## config.mk

```make
export PLATFORM = sky130hd
export DESIGN_NAME = wb_arbiter
export DESIGN_NICKNAME = d
export VERILOG_FILES = /design/src/rtl/wb_arbiter_pkg.sv /design/src/rtl/wb_fifo.sv /design/src/rtl/wb_arbiter.sv
export SDC_FILE = /design/constraint.sdc
export NUM_CORES = 1
export LEC_CHECK = 0
export ABC_AREA = 1
export CAP_MARGIN = 10
export CORE_AREA = 4 4 190 173
export CTS_CLUSTER_DIAMETER = 100
export CTS_CLUSTER_SIZE = 25
export DETAILED_ROUTE_END_ITERATION = 10
export DIE_AREA = 0 0 194 177
export PLACE_DENSITY_LB_ADDON = 0.15
export SYNTH_ARGS = -nofsm -noshare
export SYNTH_HDL_FRONTEND = slang
export SYNTH_SLANG_ARGS = --single-unit
```

## constraint.sdc

```tcl
create_clock -name clock -period 3.4 [get_ports clock]
set_clock_uncertainty 0.05 [all_clocks]
set_input_delay 0.68 -clock clock [delete_from_list [all_inputs] [get_ports clock]]
set_output_delay 0.68 -clock clock [all_outputs]
set_load 0.03 [all_outputs]
```

## src/rtl/wb_arbiter_pkg.sv

```systemverilog
// Shared types and constants for the writeback arbiter and its Execute-result buffer.
package wb_arbiter_pkg;

  localparam int WB_ADDR_W = 5;
  localparam int WB_DATA_W = 32;

  localparam logic [WB_ADDR_W-1:0] REG_ZERO = 5'd0;

  typedef struct packed {
    logic                 valid;
    logic [WB_ADDR_W-1:0] regdest;
    logic [WB_DATA_W-1:0] data;
  } wb_entry_t;

endpackage

```

## src/rtl/wb_fifo.sv

```systemverilog
// In-order circular buffer of Execute results with a regdest-matched kill port.
// Depth need not be a power of two; pointers wrap explicitly.
module wb_fifo
  import wb_arbiter_pkg::*;
#(
  parameter int DEPTH = 4,
  localparam int CNT_W = $clog2(DEPTH + 1),
  localparam int PTR_W = $clog2(DEPTH)
) (
  input  logic                 clock,
  input  logic                 reset,
  input  logic                 push,
  input  wb_entry_t            push_entry,
  input  logic                 pop,
  input  logic                 kill,
  input  logic [WB_ADDR_W-1:0] kill_regdest,
  output wb_entry_t            head_entry,
  output logic [CNT_W-1:0]     count
);

  localparam logic [CNT_W-1:0] FULL_CNT = CNT_W'(DEPTH);
  localparam logic [PTR_W-1:0] LAST_PTR = PTR_W'(DEPTH - 1);

  logic                 valid_q   [DEPTH];
  logic [WB_ADDR_W-1:0] regdest_q [DEPTH];
  logic [WB_DATA_W-1:0] data_q    [DEPTH];
  logic [PTR_W-1:0]     head;
  logic [PTR_W-1:0]     tail;

  logic push_ok;
  logic pop_ok;

  assign push_ok = push && (count != FULL_CNT);
  assign pop_ok  = pop && (count != '0);

  assign head_entry = '{valid: valid_q[head], regdest: regdest_q[head], data: data_q[head]};

  // NOTE: sequential state uses non-blocking assignments so every register
  // samples the pre-edge values; the later push assignment wins over a kill.
  always_ff @(posedge clock) begin
    if (reset) begin
      head  <= '0;
      tail  <= '0;
      count <= '0;
      for (int i = 0; i < DEPTH; i++) valid_q[i] <= 1'b0;
    end else begin
      // Kill looks only at entries already stored; a same-cycle push is younger.
      if (kill) begin
        for (int i = 0; i < DEPTH; i++) begin
          if (regdest_q[i] == kill_regdest) valid_q[i] <= 1'b0;
        end
      end
      if (push_ok) begin
        valid_q[tail] <= push_entry.valid;
        tail          <= (tail == LAST_PTR) ? '0 : tail + 1'b1;
      end
      if (pop_ok) head <= (head == LAST_PTR) ? '0 : head + 1'b1;
      case ({push_ok, pop_ok})
        2'b10:   count <= count + 1'b1;
        2'b01:   count <= count - 1'b1;
        default: count <= count;
      endcase
    end
  end

  // NOTE: payload storage carries no reset; valid bits and count alone decide
  // whether a slot means anything, so clearing the data would only cost logic.
  always_ff @(posedge clock) begin
    if (push_ok) begin
      regdest_q[tail] <= push_entry.regdest;
      data_q[tail]    <= push_entry.data;
    end
  end

endmodule

```

## src/rtl/wb_arbiter.sv

```systemverilog
// Writeback arbiter: Mem always wins the single register-file write port,
// Execute results queue in order behind it. Optional WB_OVERFLOW_CHECK_EN adds wb_overflow.
module wb_arbiter
  import wb_arbiter_pkg::*;
#(
  parameter int FIFO_DEPTH = 4
) (
  input  logic                 clock,
  input  logic                 reset,
  input  logic                 mem_wb_writereg,
  input  logic [WB_ADDR_W-1:0] mem_wb_regdest,
  input  logic [WB_DATA_W-1:0] mem_wb_wbvalue,
  input  logic                 ex_wb_writereg,
  input  logic [WB_ADDR_W-1:0] ex_wb_regdest,
  input  logic [WB_DATA_W-1:0] ex_wb_wbvalue,
  output logic                 wb_ex_stall,
  output logic                 wb_rf_writeenable,
  output logic [WB_ADDR_W-1:0] wb_rf_writeaddr,
  output logic [WB_DATA_W-1:0] wb_rf_writedata
`ifdef WB_OVERFLOW_CHECK_EN
  ,
  output logic                 wb_overflow
`endif
);

  localparam int CNT_W = $clog2(FIFO_DEPTH + 1);
  localparam logic [CNT_W-1:0] FULL_CNT = CNT_W'(FIFO_DEPTH);

  logic                 mem_ok;
  logic                 ex_ok;
  logic                 fifo_empty;
  logic [CNT_W-1:0]     fifo_count;
  wb_entry_t            head_entry;
  wb_entry_t            push_entry;
  logic                 push;
  logic                 pop;
  logic                 sel_we;
  logic [WB_ADDR_W-1:0] sel_addr;
  logic [WB_DATA_W-1:0] sel_data;

  assign wb_ex_stall = (fifo_count == FULL_CNT);
  assign fifo_empty  = (fifo_count == '0);
  assign mem_ok      = mem_wb_writereg && (mem_wb_regdest != REG_ZERO);
  // An Execute result offered while stalled is illegal and is dropped here.
  assign ex_ok       = ex_wb_writereg && (ex_wb_regdest != REG_ZERO) && !wb_ex_stall;
  assign push_entry  = '{valid: 1'b1, regdest: ex_wb_regdest, data: ex_wb_wbvalue};

  // NOTE: every always_comb output gets a default first so no path can infer a latch.
  always_comb begin
    sel_we   = 1'b0;
    sel_addr = mem_wb_regdest;
    sel_data = mem_wb_wbvalue;
    pop      = 1'b0;
    push     = 1'b0;
    if (mem_ok) begin
      sel_we = 1'b1;
      push   = ex_ok;
    end else if (!fifo_empty) begin
      pop      = 1'b1;
      sel_we   = head_entry.valid;
      sel_addr = head_entry.regdest;
      sel_data = head_entry.data;
      push     = ex_ok;
    end else if (ex_ok) begin
      sel_we   = 1'b1;
      sel_addr = ex_wb_regdest;
      sel_data = ex_wb_wbvalue;
    end
  end

  wb_fifo #(.DEPTH(FIFO_DEPTH)) u_fifo (
    .clock        (clock),
    .reset        (reset),
    .push         (push),
    .push_entry   (push_entry),
    .pop          (pop),
    .kill         (mem_ok),
    .kill_regdest (mem_wb_regdest),
    .head_entry   (head_entry),
    .count        (fifo_count)
  );

  // Address and data hold their last value while no write is issued.
  always_ff @(posedge clock) begin
    if (reset) begin
      wb_rf_writeenable <= 1'b0;
      wb_rf_writeaddr   <= '0;
      wb_rf_writedata   <= '0;
    end else begin
      wb_rf_writeenable <= sel_we;
      if (sel_we) begin
        wb_rf_writeaddr <= sel_addr;
        wb_rf_writedata <= sel_data;
      end
    end
  end

`ifdef WB_OVERFLOW_CHECK_EN
  always_ff @(posedge clock) begin
    if (reset) wb_overflow <= 1'b0;
    else if (ex_wb_writereg && wb_ex_stall) wb_overflow <= 1'b1;
  end
`endif

endmodule

```

-- Word level (Yosys, flattened, before mapping)
Memories as Yosys holds them, arrays and structs flattened. A register that Yosys moved wholly into a read port is not among the register bits.
Cells that the tools add are included.
- output and inout bits: 39
- register bits after elaboration: 45
- input bits: 78
- memories: 3
- RAM bits: 152
- word-level logic and storage cells: 86
- memory list (memory ; depth ; bits a word ; read ports ; clocked after memory_dff ; write ports ; line ; source):
    u_fifo.data_q ; 4 ; 32 ; 1 ; 1 ; 1 ; wb_fifo.sv:26 ; logic [WB_DATA_W-1:0] data_q [DEPTH];
    u_fifo.regdest_q ; 4 ; 5 ; 5 ; 1 ; 1 ; wb_fifo.sv:25 ; logic [WB_ADDR_W-1:0] regdest_q [DEPTH];
    u_fifo.valid_q ; 4 ; 1 ; 1 ; 1 ; 5 ; wb_fifo.sv:24 ; logic valid_q [DEPTH];
- muxes and demuxes: 48
- bitwise gates (word level): 4
- add/subtract/negate cells: 4
- eq/ne operators: 10
- reduce and logical (&&, ||, !) cells: 11
- operators with widths (cell ; count):
    $mux W32 ; 3
    $mux W1 ; 33
    $eq A5 B5 Y1 ; 4
    $mux W2 ; 8
    $mux W5 ; 3
    $reduce_bool A5 Y1 ; 2
    $eq A2 B2 Y1 const B ; 3
    $pmux W3 S2 ; 1
    $logic_and A1 B1 Y1 ; 5
    $add A2 B1 Y2 const B ; 2
    $or A1 B1 Y1 ; 4
    $add A3 B1 Y3 const B ; 1
    $eq A3 B3 Y1 const B ; 1
    $logic_not A3 Y1 ; 1
    $ne A3 B3 Y1 const B ; 1
    $reduce_bool A3 Y1 ; 1
    $sub A3 B1 Y3 const B ; 1
    $eq A2 B1 Y1 const B ; 1
    $reduce_bool A2 Y1 ; 1
    $logic_not A1 Y1 ; 1

-- Depth between registers and ports, before layout
- depth after elaboration: 9
- mapped depth: 13

-- By module
A second synthesis with hierarchy kept.
- cell total of the unflattened synthesis: 1015
- area, all modules: 9162.5 µm²
- by module, submodules not included (module ; instances ; area each (µm²) ; cells each ; sequential area each (µm²)):
    wb_fifo ; 1 ; 6565.0 ; 547 ; 4744.6
    wb_arbiter ; 1 ; 2597.5 ; 468 ; 760.7

-- Least setup slack after synthesis
No wires, ideal clock.
- path type: input -> register
- from: input port mem_wb_regdest[4]
- to: memory u_fifo.data_q[0][0] (enable)
- setup time: 0.431 ns
- arrival time: 2.890 ns
- slack: 0.028 ns
- buffers on the path: 1
- stages: 6
- data required time: 2.919 ns
- cell sequence: buf_2 -> nand3b_4 -> nand2_4 -> nand2_1 -> nand2_1 -> nor2_1
- word-level cells in the longest chain between the ends: 6
- RTL lines (item ; line ; source):
    start: declaration ; wb_arbiter.sv:11 ; input logic [WB_ADDR_W-1:0] mem_wb_regdest,
    $reduce_bool A5 Y1 ; wb_arbiter.sv:43 ; assign mem_ok = mem_wb_writereg && (mem_wb_regdest != REG_ZERO);
    $logic_and A1 B1 Y1 ; wb_arbiter.sv:43 ;
    $mux W1 ; wb_arbiter.sv:55 ; if (mem_ok) begin
    $logic_and A1 B1 Y1 ; wb_fifo.sv:33 ; assign push_ok = push && (count != FULL_CNT);
    $mux W1 ; wb_fifo.sv:69 ; if (push_ok) begin
    $mux W1 (not written as such) ; wb_fifo.sv:71 ; data_q[tail] <= push_entry.data;
    end: declaration ; wb_fifo.sv:26 ;
No other way between the ends.

-- Final worst setup path
- from: input port mem_wb_regdest[2]
- to: register u_fifo.count[2]
- word-level cells in the longest chain between the ends: 6
- elaborated cells on any way between the ends: 10
- RTL lines (item ; line ; source):
    $reduce_bool A5 Y1 * ; wb_arbiter.sv:43 ;
    $logic_and A1 B1 Y1 * ; wb_arbiter.sv:43 ;
    $mux W1 ; wb_arbiter.sv:55 ;
    $logic_and A1 B1 Y1 (on tied branches) ; wb_fifo.sv:34, wb_fifo.sv:33 ;
    $eq A2 B1 Y1 / $eq A2 B2 Y1 (equally long branches) ; wb_fifo.sv:58 ; case ({push_ok, pop_ok})
    $pmux W3 S2 / $reduce_bool A2 Y1 (equally long branches) ; -- ;
    end signal: assignment ; wb_fifo.sv:59 ; 2'b10: count <= count + 1'b1;
    end signal: assignment ; wb_fifo.sv:60 ; 2'b01: count <= count - 1'b1;
    end signal: assignment ; wb_fifo.sv:61 ; default: count <= count;
    end: declaration ; wb_fifo.sv:18 ; output logic [CNT_W-1:0] count
Every way passes the cells marked *; elsewhere a longest branch is shown, timed or not.
A chain may end at the register's enable or synchronous reset.

==> impl_metrics.py <==
metrics = {
    "run_status": {
        "outcome": "finished clean",
    },
    "global_routing": {
        "grt_pass1_vias": 6968,
        "grt_pass1_wl_microns": 41300,
        "grt_max_degree": 76,
        "antenna_found_initial": 0,
        "grt_usage": 0.156,
        "gr-total-overflow": 0,
    },
    "clock_network": {
        "clkSinkCount": 199,
        "htree_levels": 4,
        "post-cts-setup-buffers": 0,
        "postCtsHoldBufs": 0,
        "clock_path_buffers": 2,
        "cts_tree": "built",
        "cts_resized": 0,
        "cts_buffers": 17,
        "clock_latency_ns": 0.44,
        "clk_pin_slew_ns": 0.07,
        "cts-root-buf": "clkbuf_16",
    },
    "setup_path": {
        "required_ns": 3.67,
        "cp-start-kind": "input port",
        "crit_path_top_delay_cell": "clkdlybuf4s50_1",
        "crit_arrival_ns": 2.99,
        "path_class": "in2reg",
        "path_cells": "clkdlybuf4s50_1, nor2_4, nand3b_4, nand2_4, inv_2, nor2_1, ha_1, inv_1, fa_1, a21oi_1, o21ai_0, o21ai_0, a21oi_1",
        "slowest_delay_ns": 0.59,
        "endpoint_kind": "flop",
        "cp_max_fo": 6,
    },
    "floorplan": {
        "io_pins": 117,
        "fp.dieArea_sq_um": 34300,
        "die_h_microns": 177,
        "initial_core_util": 0.297,
        "core_area_sq_um": 30800,
        "rows": 61,
        "die_x_microns": 194,
    },
    "drt": {
        "vias": 6959,
        "antenna_left": 0,
        "avgViaCountPerCell": 4.50,
        "drt_first_pass_iters": 5,
        "drt_first_iter_violations": 492,
        "wire_per_inst_microns": 17.1,
        "wl_microns": 26500,
        "drc_errors": 0,
    },
    "placed_design": {
        "port_buffers": 116,
        "gp_congestion": 0.792,
        "hpwlAfterDp_microns": 16100,
    },
    "logic_synthesis": {
        "syn_inst": 1018,
        "synth_edf_count": 148,
        "synth_area_sq_um": 9160,
        "synth_cell_types": 30,
        "synthTopCellsByArea": "edfxtp_1 49%, nor2_1 12%, dfxtp_1 11%, o21ai_0 5.2%, nand3_1 4.6%",
        "ys.flop_type": "edfxtp_1",
        "ys_ff_latch": 199,
        "yosys_warnings": 0,
        "ys_seq_area_frac": 0.597,
        "syn_area_per_cell_sq_um": 9.00,
        "synth_nets": 1103,
        "yosysMostFrequentCell": "nor2_1",
        "synth_area_leader_cell": "edfxtp_1",
        "async_flop_share": 0,
        "yosysTopAreaCellShare": 0.485,
        "synthTopCellsByCount": "299 x nor2_1, 148 x edfxtp_1, 101 x nand2_1",
    },
    "final_layout": {
        "antenna_cells": 0,
        "nFillCells": 3184,
        "layout-drive-gt1-share": 0.0756,
        "regArea_sq_um": 5470,
        "area_delta_synth_final_pct": 25.1,
        "multi_input_area_sq_um": 3050,
        "final_net_count": 1210,
    },
    "power": {
        "p_leak_nw": 4.53,
        "finalPower_w": 0.00894,
        "peakVddDrop_uv": 391,
        "p_per_area_nw_per_um2": 781,
    },
    "min_path": {
        "hp-class": "reg2reg",
    },
    "sta": {
        "rsz0062_at_grt": "false",
        "fin_tns_setup_ns": 0,
        "fmax_mhz": 368,
        "fin_crit_ns": 2.72,
        "relSlewSlack": 0.404,
        "setup_violations": 0,
        "hold_violations": 0,
        "slew_violations": 0,
        "post-route-period-util": 0.799,
        "tightest_slew_ns": 0.894,
    },
    "flow_run": {
        "drv_cap": 0,
    },
}
## worst max-delay path, delay by kind of cell
family,cells,cell delay [ns]
AOI/OAI and AO/OA,4,0.47
adders and majority gates,2,0.53
buffers and inverters,3,0.75
and+or+nand+nor,4,0.56
## area by class of cell
cell class,count,area share
Tap cell,409,0.0447
Clock inverter,15,0.0162
Multi-Input combinational cell,657,0.266
Inverter,104,0.0341
Sequential cell,199,0.477
Timing Repair Buffer,146,0.124
Clock buffer,17,0.0371
## routing by layer
layer	vias up	share of wire	GRT usage
met3	17	0.046	0.0253
met2	150	0.46	0.250
li1	3514	-	-
met1	3278	0.49	0.221
met4	0	0.0088	0.0387
met5	-	0	0
## state kept, by name (all words and copies together), names as in the netlist, named ones only
name / cells
u_fifo.valid_q: 4
u_fifo.data_q: 128
wb_rf_writedata: 32
u_fifo.count: 3
u_fifo.regdest_q: 20
u_fifo.tail: 2
wb_rf_writeaddr: 5
wb_rf_writeenable: 1
u_fifo.head: 2
## logic make-up (layout without fill, tap and decap cells)
kind of cell	Yosys count	after routing	share of synthesized area
fa+ha+maj	7	7	0.0104
buf+inv	162	282	0.0746
xor+xnor	19	19	0.0182
simple gates	501	501	0.226
compound gates	130	130	0.0747
flops	199	199	0.597
## worst paths after layout
kind / start / end / slack [ns] / cells after the start
worst max-delay path: mem_wb_regdest[2] / u_fifo.count[2] / 0.68 / 13
worst min-delay path: u_fifo.valid_q[1] / u_fifo.valid_q[1] / 0.45 / 2
worst max register to register: flop / wb_rf_writedata[26] / 1.17 / 9
worst min register to register: u_fifo.valid_q[1] / u_fifo.valid_q[1] / 0.45 / 2
## where the power goes
part	switching, W	internal [W]	leakage (nW)
registers	0.000186	0.00308	1.77
logic	0.00239	0.00119	2.46
clock network	0.00103	0.00106	0.295
total	0.00361	0.00533	4.53
## layout by cell type (no fill, tap or decap), types with 5 or more instances in the layout
cell type	n
ha_1	6
inv_1	99
nor2_1	295
xnor2_1	13
dfxtp_1	49
nor2_4	6
clkbuf_16	17
buf_4	27
edfxtp_1	148
clkdlybuf4s50_1	116
inv_2	5
o21ai_0	96
nand4_1	6
nand3_1	85
xor2_1	6
nand2_1	101
o21ai_1	20
a21oi_1	9
## through the flow
step	util	cell area, sq um	hold WS [ns]	setup WS, ns	std cells
global route	0.372	11500	0.487	0.488	1547
detailed placement	0.352	10800	0.436	0.249	1515
floorplan	-	9160	0.403	0.0283	1018
CTS	0.372	11500	0.453	0.729	1547
finish	0.372	11500	0.447	0.684	1547
global placement	0.352	10800	0.424	0.255	1515
No activity file was read; power rests on OpenSTA's default activity.
